## src/rtl/iob_skid_buf_defs.vh

```
// rtl/iob_skid_buf_defs.vh - state encodings shared by the skid buffer FSM
localparam [1:0] ST_EMPTY = 2'd0;
localparam [1:0] ST_BUSY  = 2'd1;
localparam [1:0] ST_FULL  = 2'd2;

```

## src/rtl/iob_reg.sv

```systemverilog
// rtl/iob_reg.sv - data-hold register with async reset, sync clear and load enable
module iob_reg #(
  parameter int                DATA_W  = 32,
  parameter logic [DATA_W-1:0] RST_VAL = '0
) (
  input  logic              clk,
  input  logic              arst,
  input  logic              rst,
  input  logic              en,
  input  logic [DATA_W-1:0] d,
  output logic [DATA_W-1:0] q
);

  always_ff @(posedge clk or posedge arst) begin
    if (arst) begin
      q <= RST_VAL;
    end else if (rst) begin
      q <= RST_VAL;
    end else if (en) begin
      q <= d;
    end
  end

endmodule

```

## src/rtl/iob_skid_buf.sv

```systemverilog
// rtl/iob_skid_buf.sv - 2-entry valid/ready skid buffer, registered data and ready
// Optional stall counter enabled by macro IOB_SKID_BUF_STALL_CNT_EN.
module iob_skid_buf #(
  parameter int                DATA_W      = 32,
  parameter logic [DATA_W-1:0] RST_VAL     = '0,
  parameter int                STALL_CNT_W = 16
) (
  input  logic                   clk,
  input  logic                   arst,
  input  logic                   rst,
  input  logic                   in_valid,
  output logic                   in_ready,
  input  logic [DATA_W-1:0]      in_data,
  output logic                   out_valid,
  input  logic                   out_ready,
  output logic [DATA_W-1:0]      out_data
`ifdef IOB_SKID_BUF_STALL_CNT_EN
  ,
  output logic [STALL_CNT_W-1:0] stall_cnt
`endif
);

`include "iob_skid_buf_defs.vh"

  logic [1:0]        state;
  logic [1:0]        state_nxt;
  logic              in_fire;
  logic              out_fire;
  logic              main_en;
  logic              skid_en;
  logic              main_from_skid;
  logic [DATA_W-1:0] main_d;
  logic [DATA_W-1:0] skid_q;

  // Both handshake outputs come from registered state; only rst gates in_ready.
  assign in_ready  = (state != ST_FULL) & ~rst;
  assign out_valid = (state != ST_EMPTY);
  assign in_fire   = in_valid & in_ready;
  assign out_fire  = out_valid & out_ready;

  always_ff @(posedge clk or posedge arst) begin
    if (arst) begin
      state <= ST_EMPTY;
    end else if (rst) begin
      state <= ST_EMPTY;
    end else begin
      state <= state_nxt;
    end
  end

  always_comb begin
    state_nxt      = state;
    main_en        = 1'b0;
    skid_en        = 1'b0;
    main_from_skid = 1'b0;
    case (state)
      ST_EMPTY: begin
        if (in_fire) begin
          main_en   = 1'b1;
          state_nxt = ST_BUSY;
        end
      end
      ST_BUSY: begin
        if (in_fire && out_fire) begin
          main_en = 1'b1;
        end else if (in_fire) begin
          skid_en   = 1'b1;
          state_nxt = ST_FULL;
        end else if (out_fire) begin
          state_nxt = ST_EMPTY;
        end
      end
      ST_FULL: begin
        if (out_fire) begin
          main_en        = 1'b1;
          main_from_skid = 1'b1;
          state_nxt      = ST_BUSY;
        end
      end
      default: state_nxt = ST_EMPTY;
    endcase
  end

  assign main_d = main_from_skid ? skid_q : in_data;

  iob_reg #(
    .DATA_W (DATA_W),
    .RST_VAL(RST_VAL)
  ) u_main_reg (
    .clk (clk),
    .arst(arst),
    .rst (rst),
    .en  (main_en),
    .d   (main_d),
    .q   (out_data)
  );

  iob_reg #(
    .DATA_W (DATA_W),
    .RST_VAL(RST_VAL)
  ) u_skid_reg (
    .clk (clk),
    .arst(arst),
    .rst (rst),
    .en  (skid_en),
    .d   (in_data),
    .q   (skid_q)
  );

`ifdef IOB_SKID_BUF_STALL_CNT_EN
  // Saturating count of cycles the downstream held off a valid beat.
  always_ff @(posedge clk or posedge arst) begin
    if (arst) begin
      stall_cnt <= '0;
    end else if (rst) begin
      stall_cnt <= '0;
    end else if (out_valid && !out_ready && !(&stall_cnt)) begin
      stall_cnt <= stall_cnt + 1'b1;
    end
  end
`endif

endmodule

```

## config.mk

```make
export PLATFORM = sky130hd
export DESIGN_NAME = iob_skid_buf
export DESIGN_NICKNAME = d
export VERILOG_FILES = /design/src/rtl/iob_reg.sv /design/src/rtl/iob_skid_buf.sv
export VERILOG_INCLUDE_DIRS = /design/src /design/src/rtl
export SDC_FILE = /design/constraint.sdc
export NUM_CORES = 1
export LEC_CHECK = 0
export CAP_MARGIN = 10
export CORE_MARGIN = 10
export CORE_UTILIZATION = 44
export CTS_CLUSTER_DIAMETER = 150
export DETAILED_ROUTE_END_ITERATION = 6
export PLACE_DENSITY = 0.71
export SLEW_MARGIN = 20
export SYNTH_ARGS = -nofsm -noshare
export SYNTH_HDL_FRONTEND = slang
export SYNTH_SLANG_ARGS = --single-unit
export TNS_END_PERCENT = 20
```

## constraint.sdc

```tcl
create_clock -name clk -period 1.7 [get_ports clk]
set_input_delay 0.17 -clock clk [delete_from_list [all_inputs] [get_ports clk]]
set_output_delay 0.17 -clock clk [all_outputs]
set_load 0.02 [all_outputs]
```

==> metrics.txt <==
status complete, no violations; portion of total power attributed to sequential cells 48.6%; Stages on worst setup path 2; Worst VDD drop 0.447 mV; I/O pins 71; max-slew violation count 0; routed len/inst 17.1 um; worst path cell trace or2_2 > dlygate4sd2_1; Cells after DPL 401; grt total ovfl 0; most frequent cells in the layout clkdlybuf4s50_1 (68), dfrtp_1 (66), nand2b_1 (34); post-route cell area 3990 um^2; leakage power 1.87 nW; crit path capture type output pin; CTS sink count 66; arrival time worst endpoint 1.38 ns; die height 102 um; fmax 645 MHz; Finished Layout Cells 417; Worst Setup Slack, final 0.151 ns; initial drt markers 76; CORE AREA 6420 um^2; post-synthesis cell count 263; WS Path Type reg -> out; hold slack 0.167 ns; largest net degree at the start of global routing 65; die width 102 um; hpwl dp 4.77 mm; Sw Ratio 25.7%; Warnings, synthesis 0; commonest non-fill, non-tap cell in the layout clkdlybuf4s50_1; measured slew at the worst slew-check pin 0.380 ns; CTS tree built; initial core utilization 45.8%; syn_nets 300; internal reg-to-reg setup slack 0.23 ns; prevailing post-synth register cell dfrtp_1; Cell Int Power 2.58 mW; hold buffer count at cts 0; DRC viols 0; Final Power 3.48 mW; final hold violations 0; number of global-route vias before repair 2224; Setup violations, final 0; slowest stage delay, CP 0.43 ns; gp weighted congestion 0.730; Top Family by Delay on Critical Path flip-flops; Setup WS pre-CTS -0.00815 ns; Slew HR 74.6%; antenna cells 0; Cell Area, Placed 3800 um^2; Num CTS Buffers 9; Synth Area per Inst 11.2 um^2; R2R cell count 4; # rows 29; Startpoint Class register; Post-synth EDFFs 0; 1st-pass router iterations 4; pwr dens 872 nW/um^2; worst-path fanout max 6; Clock Power Share 36.1%; area grow syn2layout 35.6%; layout cells sized above 1 8.82%; post-synthesis cell type count 22; post-synthesis sequential area ratio 56.1%; vias per cell 5.20; Layout Utilization 62.1%; fin crit share 91.1%; IO Port Bufs 70; Routed WL 7.12 mm; Gate power share 15.3%; switching power 0.895 mW; CP Buf/Inv Count 1; H-tree depth 3; max cap viols 0; hold crit path type in -> async; Overall Global Routing Usage 14.2%; Mapped Area 2940 um^2; Max stage delay cell, worst path dfrtp_1; Synth Register Bits 66; first-pass GRT wire length 11.7 mm; Layout fillers 521; Sum Neg Setup Slack 0 ns; maximum clock path buffer count 2; Root Buffer clkbuf_8; DIE AREA 10400 um^2; clk slew on worst S/H paths 0.08 ns; Tmin final 1.55 ns; ANT nets after route 0; WP data required 1.53 ns; via count 2169; Worst-Skew Late Latency 0.33 ns; Max Clock Skew 0.0104 ns; RSZ-0062 raised after global routing no; nets@finish 372; async set-reset flop share out of synthesis 100%; antenna violations before repair 0
==> metal layers <==
layer / part of all wire, % / vias to the layer above / track usage [%]
li1: - / 1058 / -
met3: 8.0 / 0 / 5.58
met5: 0 / - / 0
met2: 45 / 64 / 20.5
met4: 0 / 0 / 3.74
met1: 47 / 1047 / 19.2
==> registers in the layout, summed over array words and instances (netlist names) <==
| name | cells |
|---|---|
| state | 2 |
| u_main_reg.q | 32 |
| u_skid_reg.q | 32 |
==> worst reg2reg max path, stage by stage (launching register included) <==
cell	delay (ns)
dfrtp_1	0.43
nand2b_1	0.21
nor3b_4	0.24
buf_12	0.27
o21ai_0	0.18
==> cells by family after synthesis <==
logic type      Yosys count  share of synthesized area [%]
xor+xnor                  1                          0.298
buf+inv                  21                           3.36
mux                      32                           10.9
compound gates           67                           15.6
flops                    66                           56.1
simple gates             76                           13.7
==> Yosys cell counts, drive strengths merged (2+ instances only) <==
| cell | number | area [um^2] |
|---|---|---|
| nor2 | 3 | 13.8 |
| nand2 | 32 | 120 |
| o2bb2ai | 32 | 280 |
| dfrtp | 66 | 1650 |
| buf | 14 | 70.1 |
| clkbuf | 6 | 25.0 |
| nand2b | 34 | 213 |
| o21ai | 33 | 165 |
| nor2b | 2 | 12.5 |
| mux2i | 32 | 320 |
==> power groups by stage <==
stage | logic, mW | clock network (mW) | registers (mW)
3_5_place_dp | 0.542 | 0 | 1.72
5_1_grt | 0.574 | 1.38 | 1.70
2_1_floorplan | 0.183 | 0 | 1.77
3_3_place_gp | 0.534 | 0 | 1.72
6_report | 0.531 | 1.26 | 1.69
4_1_cts | 0.540 | 1.28 | 1.69
==> area by class of cell <==
class / instances / area, um^2 / area share [%]
clock buffer: 10 / 128 / 3.20
clock inverter: 6 / 57.6 / 1.44
inverter: 1 / 7.51 / 0.188
multi-input combinational: 176 / 1190 / 29.9
sequential: 66 / 1650 / 41.4
tap: 77 / 96.3 / 2.42
timing repair buffer: 81 / 856 / 21.5
==> final timing paths <==
| kind | startpoint | endpoint |
|---|---|---|
| min | arst | u_main_reg.q[13]$_DFFE_PP0P_ |
| min in group clk | in_data[19] | u_skid_reg.q[19]$_DFFE_PP0P_ |
| max in group asynchronous | arst | u_skid_reg.q[6]$_DFFE_PP0P_ |
| max reg2reg | state[1]$_DFFE_PP0P_ | u_skid_reg.q[4]$_DFFE_PP0P_ |
| max | state[1]$_DFFE_PP0P_ | out_valid |
| min reg2reg | u_main_reg.q[9]$_DFFE_PP0P_ | u_main_reg.q[9]$_DFFE_PP0P_ |
==> timing repair <==
item,CTS,global route
endpoints found under the hold margin,0,0
endpoints found under the setup margin,2,0
gates resized for setup,2,0
buffers inserted,0,0
(Power assumes the default switching activity.)
